### src/rtl/freq_pkg.sv
// Shared constants for the gated frequency counter.
// Holds the default counter/BCD widths, the BCD converter state encoding
// and the per-digit add-3 helper used by the double-dabble converter.
package freq_pkg;

   localparam int unsigned CNT_W_DEF  = 26;
   localparam int unsigned DIGITS_DEF = 8;

   // Converter state encoding
   localparam logic [1:0] ST_IDLE  = 2'd0;
   localparam logic [1:0] ST_SHIFT = 2'd1;
   localparam logic [1:0] ST_DONE  = 2'd2;

   // Double-dabble digit correction: add 3 to any digit of 5 or more before shifting
   function automatic logic [3:0] dabble_adj(input logic [3:0] d);
      return (d >= 4'd5) ? (d + 4'd3) : d;
   endfunction

endpackage

### src/rtl/bin2bcd_seq.sv
// Sequential binary-to-BCD converter (shift-add-3), one bit per clock.
// Ports:
//   clk, rst   clock and synchronous active-high reset
//   start      load bin and (re)start a conversion; aborts one in flight
//   bin        binary value sampled on start
//   bcd        BCD result, updated only when a conversion completes
//   busy       1 while shifting or finishing
//   done       one-cycle pulse coincident with a bcd update
module bin2bcd_seq
   import freq_pkg::*;
#(
   parameter int unsigned BIN_W  = CNT_W_DEF,
   parameter int unsigned DIGITS = DIGITS_DEF
) (
   input  logic                  clk,
   input  logic                  rst,
   input  logic                  start,
   input  logic [BIN_W-1:0]      bin,
   output logic [4*DIGITS-1:0]   bcd,
   output logic                  busy,
   output logic                  done
);

   localparam int unsigned BCD_W = 4 * DIGITS;
   localparam int unsigned SC_W  = $clog2(BIN_W + 1);

   logic [1:0]       state,     state_n;
   logic [BIN_W-1:0] bin_sh,    bin_sh_n;
   logic [BCD_W-1:0] bcd_sh,    bcd_sh_n;
   logic [SC_W-1:0]  shift_cnt, shift_cnt_n;
   logic [BCD_W-1:0] bcd_n;
   logic             busy_n;
   logic             done_n;
   logic [BCD_W-1:0] bcd_adj;

   // Next-state and output logic; start wins over any state so a new value restarts cleanly
   always_comb begin
      state_n     = state;
      bin_sh_n    = bin_sh;
      bcd_sh_n    = bcd_sh;
      shift_cnt_n = shift_cnt;
      bcd_n       = bcd;
      done_n      = 1'b0;
      bcd_adj     = '0;

      for (int i = 0; i < int'(DIGITS); i++) begin
         bcd_adj[4*i +: 4] = dabble_adj(bcd_sh[4*i +: 4]);
      end

      if (start) begin
         state_n     = ST_SHIFT;
         bin_sh_n    = bin;
         bcd_sh_n    = '0;
         shift_cnt_n = '0;
      end else begin
         case (state)
            ST_SHIFT: begin
               {bcd_sh_n, bin_sh_n} = {bcd_adj, bin_sh} << 1;
               shift_cnt_n = shift_cnt + SC_W'(1);
               if (shift_cnt == SC_W'(BIN_W - 1)) begin
                  state_n = ST_DONE;
               end
            end
            ST_DONE: begin
               bcd_n   = bcd_sh;
               done_n  = 1'b1;
               state_n = ST_IDLE;
            end
            default: state_n = ST_IDLE;
         endcase
      end

      busy_n = (state_n != ST_IDLE);
   end

   // State and datapath registers
   always_ff @(posedge clk) begin
      if (rst) begin
         state     <= ST_IDLE;
         bin_sh    <= '0;
         bcd_sh    <= '0;
         shift_cnt <= '0;
         bcd       <= '0;
         busy      <= 1'b0;
         done      <= 1'b0;
      end else begin
         state     <= state_n;
         bin_sh    <= bin_sh_n;
         bcd_sh    <= bcd_sh_n;
         shift_cnt <= shift_cnt_n;
         bcd       <= bcd_n;
         busy      <= busy_n;
         done      <= done_n;
      end
   end

endmodule

### src/rtl/freq_gate_counter.sv
// Gated frequency counter: counts rising edges of iSig between iTick gate
// pulses and presents the last complete window in binary and BCD.
// Ports:
//   iClk, irst  clock and synchronous active-high reset
//   iTick       one-cycle gate pulse closing one window and opening the next
//   iSig        measured signal, asynchronous to iClk
//   oCount      edge count of the last window (saturating)
//   oOvf        last window saturated
//   oBcd        BCD form of oCount, MS digit in the top nibble
//   oValid      one-cycle pulse when oBcd updates
//   oBusy       BCD conversion in progress
// 4*DIGITS must be wide enough to hold 2^CNT_W-1 in decimal.
module freq_gate_counter
   import freq_pkg::*;
#(
   parameter int unsigned CNT_W  = CNT_W_DEF,
   parameter int unsigned DIGITS = DIGITS_DEF
) (
   input  logic                  iClk,
   input  logic                  irst,
   input  logic                  iTick,
   input  logic                  iSig,
   output logic [CNT_W-1:0]      oCount,
   output logic                  oOvf,
   output logic [4*DIGITS-1:0]   oBcd,
   output logic                  oValid,
   output logic                  oBusy
);

   logic             sync1;
   logic             sync2;
   logic             prev;
   logic             rise;
   logic [CNT_W-1:0] cnt;
   logic             win_ovf;
   logic             first_tick;
   logic             cnt_max;
   logic [CNT_W-1:0] closing_cnt;
   logic             closing_ovf;
   logic             conv_start;

   assign rise    = sync2 & ~prev;
   assign cnt_max = &cnt;

   // Value of the window being closed, including an edge landing on the tick cycle
   assign closing_cnt = cnt_max ? cnt : (cnt + CNT_W'(rise));
   assign closing_ovf = win_ovf | (cnt_max & rise);

   // The window closed by the first tick after reset is partial, so it is not converted
   assign conv_start = iTick & ~first_tick;

   // Synchronizer, edge register, window counter and result latch
   always_ff @(posedge iClk) begin
      if (irst) begin
         sync1      <= 1'b0;
         sync2      <= 1'b0;
         prev       <= 1'b0;
         cnt        <= '0;
         win_ovf    <= 1'b0;
         oCount     <= '0;
         oOvf       <= 1'b0;
         first_tick <= 1'b1;
      end else begin
         sync1 <= iSig;
         sync2 <= sync1;
         prev  <= sync2;
         if (iTick) begin
            oCount     <= closing_cnt;
            oOvf       <= closing_ovf;
            cnt        <= '0;
            win_ovf    <= 1'b0;
            first_tick <= 1'b0;
         end else if (rise) begin
            if (cnt_max) begin
               win_ovf <= 1'b1;
            end else begin
               cnt <= cnt + CNT_W'(1);
            end
         end
      end
   end

   // BCD converter restarted by every non-first tick
   bin2bcd_seq #(
      .BIN_W  (CNT_W),
      .DIGITS (DIGITS)
   ) u_bcd (
      .clk   (iClk),
      .rst   (irst),
      .start (conv_start),
      .bin   (closing_cnt),
      .bcd   (oBcd),
      .busy  (oBusy),
      .done  (oValid)
   );

endmodule

### config.mk
export PLATFORM = sky130hd
export DESIGN_NAME = freq_gate_counter
export DESIGN_NICKNAME = d
export VERILOG_FILES = /design/src/rtl/freq_pkg.sv /design/src/rtl/bin2bcd_seq.sv /design/src/rtl/freq_gate_counter.sv
export SDC_FILE = /design/constraint.sdc
export NUM_CORES = 1
export LEC_CHECK = 0
export CORE_UTILIZATION = 28
export DETAILED_ROUTE_END_ITERATION = 8
export PLACE_DENSITY = 0.47
export REMOVE_ABC_BUFFERS = 1
export SETUP_SLACK_MARGIN = 0.3
export SLEW_MARGIN = 20
export SYNTH_ARGS = -nofsm -noshare
export SYNTH_HDL_FRONTEND = slang
export SYNTH_SLANG_ARGS = --single-unit
### constraint.sdc
create_clock -name iClk -period 2.63 [get_ports iClk]
set_input_delay 0.3945 -clock iClk [delete_from_list [all_inputs] [get_ports iClk]]
set_output_delay 0.3945 -clock iClk [all_outputs]
set_load 0.05 [all_outputs]
==> After elaboration in Yosys (flattened, before gate mapping) <==
Cells that the tools add are included.
{ "word_totals": {"register_bits": 157, "in_bits": 4} }
{ "classes": {"n_addsub": 11, "magnitude_cmp": 8, "n_eq_ne": 3, "muxes": 15, "bitwise": 8, "reduce_logical": 8} }
{ "ops": {"columns": ["cell", "n"], "rows": [
  ["two-way mux 26 bit", 3],
  [">= comparator 4 x 3 -> 1 bit, second input constant", 8],
  ["adder 4 x 2 -> 4 bit, second input constant", 7],
  ["two-way mux 4 bit", 7],
  ["AND reduction 27 bit", 1],
  ["adder 26 x 1 -> 26 bit", 1],
  ["adder 26 x 1 -> 26 bit, second input constant", 1],
  ["AND reduction 26 bit", 1],
  ["two-way mux 2 bit", 3],
  ["adder 5 x 1 -> 5 bit, second input constant", 1],
  ["== test 5 bit, second input constant", 1],
  ["NOT 1 bit", 4],
  ["AND reduction 2 bit", 2],
  ["nonzero test 2 bit", 2],
  ["OR reduction 2 bit", 2],
  ["adder 3 x 2 -> 3 bit, second input constant", 1],
  ["AND 1 bit", 3],
  ["two-way mux 3 bit", 1],
  ["== test 2 x 1 -> 1 bit, second input constant", 1],
  ["== test 2 bit, second input constant", 1],
  ["two-way mux 1 bit", 1],
  ["OR 1 bit", 1]
]} }

==> Depth between registers and ports, before layout <==
{ "depth": {"ltp_word": 5, "depth_mapped": 10, "ltp_nobuf": 9} }

==> Modules after synthesis <==
Synthesis repeated with hierarchy kept, for this count alone.
{ "unflattened": {"cells_unflattened": 912, "area_unflattened_um2": 7679.9} }
{ "by_module_without_submodules": {"columns": ["module", "n_inst", "cells_each", "area_each_um2", "seq_area_each_um2"], "rows": [
  ["bin2bcd_seq", 1, 516, 4540.6, 1981.9],
  ["freq_gate_counter", 1, 396, 3139.3, 1161.1]
]} }

==> Worst setup path before layout <==
No wires, ideal clock.
{ "synth_timing": {"kind": "reg-to-reg", "start": "reg prev", "end": "reg oCount[16]", "arrival_time_ns": 2.240, "required_time_ns": 2.542, "path_slack_ns": 0.302, "stages_incl_launch_ff": 10, "n_path_buf": 1, "period_less_slack_ns": 2.328, "cell_sequence": "dfxtp_1 nand2b_1 inv_1 ha_1 ha_1 and3_1 clkbuf_1 nand2_1 or4_1 a311oi_2"} }
{ "synth_between": {"elab_chain_cells": 4} }
{ "synth_lines": {"columns": ["item", "line_no", "source"], "rows": [
  ["from (decl)", "freq_gate_counter.sv:32", "logic prev;"],
  ["from (signal assigned)", "freq_gate_counter.sv:66", "prev <= sync2;"],
  ["NOT 1 bit", "freq_gate_counter.sv:42", "assign rise = sync2 & ~prev;"],
  ["AND 1 bit", "freq_gate_counter.sv:42", null],
  ["adder 26 x 1 -> 26 bit", "freq_gate_counter.sv:46", "assign closing_cnt = cnt_max ? cnt : (cnt + CNT_W'(rise));"],
  ["two-way mux 26 bit", "freq_gate_counter.sv:46", null],
  ["to (signal assigned)", "freq_gate_counter.sv:68", "oCount <= closing_cnt;"],
  ["to (decl)", "freq_gate_counter.sv:23", "output logic [CNT_W-1:0] oCount,"]
]} }
No other way between the ends.
A chain may end at the register's enable or synchronous reset.

==> Worst setup path after layout <==
{ "layout_timing": {"start": "reg cnt[18]", "end": "reg oCount[17]"} }
{ "layout_between": {"elab_chain_cells": 2} }
{ "layout_lines": {"columns": ["item", "line_no", "source"], "rows": [
  ["from (decl)", "freq_gate_counter.sv:34", "logic [CNT_W-1:0] cnt;"],
  ["from (signal assigned)", "freq_gate_counter.sv:77", "cnt <= cnt + CNT_W'(1);"],
  ["AND reduction 26 bit", "freq_gate_counter.sv:43", "assign cnt_max = &cnt;"],
  ["two-way mux 26 bit", "freq_gate_counter.sv:46", null]
]} }
No other way between the ends.

==> metrics.txt <==
final wirelength 21,700 microns; RSZ-0062 raised after global routing true; WP buf/inv 1; post-route ant nets 0; initial antenna violation count 0; maximum clock insertion buffer count 2; CP max stage cell or4_4; detailed-placement wirelength estimate 14,500 microns; max-slew violation count 0; routability cong. 0.861; Starting Density 28.7%; status finished with violations; max cap viols 0; minimum setup slack among reg-to-reg paths 0.36 ns; hold path depth 2; Vias 6,860; flops & latches, synth 157; Slew @ Worst Pin 0.898 ns; depth of the most critical reg-to-reg path 6; CP Class reg2reg; diode count 0; met3 GRT Util 3.03%; pwr dens 567 mW/mm^2; grt met1 use 22.0%; number of synthesized flops with an enable pin 0; total grt overflow 0; crit-path leading delay family simple AND/OR/NAND/NOR gates; DIE AREA 0.0275 sq mm; failing checks design-rule violations; Synth Warn # 0; Most Crowded Layer GR met2; PnR Total Power 5.23 mW; layout cells sized above 1 11.1%; Hold Path End oCount[21]$_SDFFE_PP0P_; vias per std cell 5.08; Final Hold Vio Count 0; Horiz. Die Dim 166 microns; CTS root buffer clkbuf_16; fin crit share 86.5%; worst vdd ir 0.252 mV; Setup crit start kind flip-flop; CP Capture Type flip-flop; FP Rows 59; core area 0.0262 sq mm; DRC viols 6; Slowest Stage Delay on Critical Path 0.62 ns; PortBufs 64; most used flip-flop cell after synthesis dfxtp_1; cell chain of the critical path nand4_2 -> or4_4 -> nor3_4 -> buf_6 -> o41ai_1 -> a311oi_1; crit-path max FO 23; Worst EP required 2.95 ns; Fmax 440 MHz; ys async rst share 0%; hold_buf cts 0; most frequent cells in the layout nand2_1 (184), dfxtp_1 (145), a21oi_1 (101), nor2_1 (69), clkdlybuf4s50_1 (62); hold path start iTick; cells after synthesis 959; fin crit period 2.27 ns; commonest non-fill, non-tap cell in the layout nand2_1; Pleak 3.08 nW; CTS H-tree lvls 4; 1st-pass router iterations 6; worst reg2reg path endpoint oCount[17]$_SDFFE_PP0P_; Worst Hold Class in2reg; Total GRT Usage 16.1%; Syn Std Cell Area 0.00753 sq mm; Rel. slew slack 40.2%; met2 Use GR 25.6%; largest net degree at the start of global routing 67; Reg clk slew, reported paths 0.07 ns; CTS tree yes; CTS Buf Count 17; CTS Sinks 157; worst r2r src cnt[18]$_SDFFE_PP0P_; worst hold slack 0.332 ns; synth unique cells 52; die span in y 166 microns; first-pass GRT wire length 35,500 microns; post-layout net count 1,027; Layout area overhead 22.5%; CP arrival 2.60 ns; clk_lat worst skew 0.43 ns; synthesized area per cell 7.85 sq um; vias in the first global route 6,475; Seq/Total Area, Yosys 41.7%; clock skew 0.0127 ns; DR iter-0 viols 463; final setup vio count 0; drt wl/cell 16.1 microns; I/O Pins 65
==> registers in the layout (all words and copies together), names as in the netlist <==
signal           count
u_bcd.bin_sh        26
sync1                1
prev                 1
win_ovf              1
cnt                 26
u_bcd.bcd           32
first_tick           1
sync2                1
u_bcd.done           1
oCount              26
u_bcd.bcd_sh        32
u_bcd.shift_cnt      5
u_bcd.busy           1
u_bcd.state          2
oOvf                 1
==> layer usage <==
layer / vias up / part of all wire (%)
met5: - / 0
met3: 22 / 3.6
met1: 3242 / 49
met2: 132 / 46
met4: 0 / 1.4
li1: 3464 / -
==> metrics by stage <==
step           setup TNS (ns)  setup slack, ns  utilization [%]  cell area [sq um]  cells
3_3_place_gp                0            0.186             32.6               8530   1317
4_1_cts                     0            0.302             34.9               9140   1349
6_report                    0            0.355             35.2               9220   1350
5_1_grt                     0            0.238             35.2               9220   1350
3_5_place_dp                0            0.137             32.6               8530   1317
2_1_floorplan           -3.86           -0.313                -               7190    885
==> how the worst max path moves through the flow <==
| stage | endpoint | cells after the start | start | slack (ns) |
|---|---|---|---|---|
| 6_report | oCount[17]$_SDFFE_PP0P_ | 6 | cnt[18]$_SDFFE_PP0P_ | 0.36 |
| 3_5_place_dp | oCount[16]$_SDFFE_PP0P_ | 8 | prev$_SDFF_PP0_ | 0.14 |
| 4_1_cts | oCount[22]$_SDFFE_PP0P_ | 9 | prev$_SDFF_PP0_ | 0.30 |
| 2_1_floorplan | cnt[1]$_SDFFE_PP0P_ | 6 | cnt[1]$_SDFFE_PP0P_ | -0.31 |
| 3_3_place_gp | u_bcd.bin_sh[24]$_SDFFE_PP0P_ | 10 | prev$_SDFF_PP0_ | 0.19 |
| 5_1_grt | oCount[17]$_SDFFE_PP0P_ | 7 | cnt[10]$_SDFFE_PP0P_ | 0.24 |
==> worst register-to-register path, delay by kind of cell, from the launching register on <==
family	cells	cell delay [ns]
and+or+nand+nor	3	1.08
AOI/OAI and AO/OA	2	0.44
DFF	1	0.42
buffers and inverters	1	0.23
==> kinds of logic (layout without fill, tap and decap cells) <==
| group | after synthesis | count (layout) | share of synthesized area, % |
|---|---|---|---|
| adders and majority gates | 21 | 21 | 3.49 |
| buffers and inverters | 97 | 153 | 5.62 |
| DFF | 157 | 157 | 41.7 |
| AOI/OAI and AO/OA | 222 | 222 | 18.1 |
| muxes | 4 | 4 | 0.532 |
| and+or+nand+nor | 432 | 432 | 27.5 |
| xor gates and xnor gates | 26 | 26 | 3.02 |
==> power by group <==
| group | leakage (nW) | internal [mW] | switching [mW] |
|---|---|---|---|
| combinational | 1.52 | 0.118 | 0.261 |
| sequential | 1.28 | 2.43 | 0.0339 |
| clock | 0.273 | 1.27 | 1.12 |
| total | 3.08 | 3.82 | 1.41 |
==> synth_stat cells, types with 5 or more instances <==
master / n / area, sq um
nand2_1: 185 / 694
dfxtp_1: 157 / 3140
a21oi_1: 101 / 505
nor2_1: 71 / 267
nand3_1: 52 / 260
clkbuf_1: 49 / 184
o21ai_0: 30 / 150
o31ai_1: 23 / 173
inv_1: 22 / 82.6
ha_1: 21 / 263
a31oi_1: 20 / 125
nand4_1: 18 / 113
or3_1: 17 / 106
or4_1: 17 / 128
a311oi_1: 16 / 140
nand2b_1: 15 / 93.8
nor3_1: 15 / 75.1
buf_2: 13 / 65.1
xnor2_1: 13 / 114
xor2_1: 13 / 114
and2_1: 11 / 68.8
a211oi_1: 8 / 60.1
o21ai_1: 8 / 40.0
and4_1: 7 / 61.3
buf_1: 6 / 22.5
a311oi_2: 5 / 75.1
==> area by class of cell <==
type,instances,area (sq um)
Inverter,23,86.3
Timing Repair Buffer,98,918
Clock inverter,14,128
Sequential cell,157,3160
Multi-Input combinational cell,705,4080
Fill cell,2760,17000
Clock buffer,18,439
Tap cell,335,419
==> timing repair <==
item / in CTS / in global routing
hold endpoints to repair: 0 / 0
resized for setup: 12 / 22
pin swaps: 0 / 2
gates cloned: 0 / 0
endpoints found under the setup margin: 48 / 54
setup buffers: 0 / 1
No activity file was read; power rests on OpenSTA's default activity.
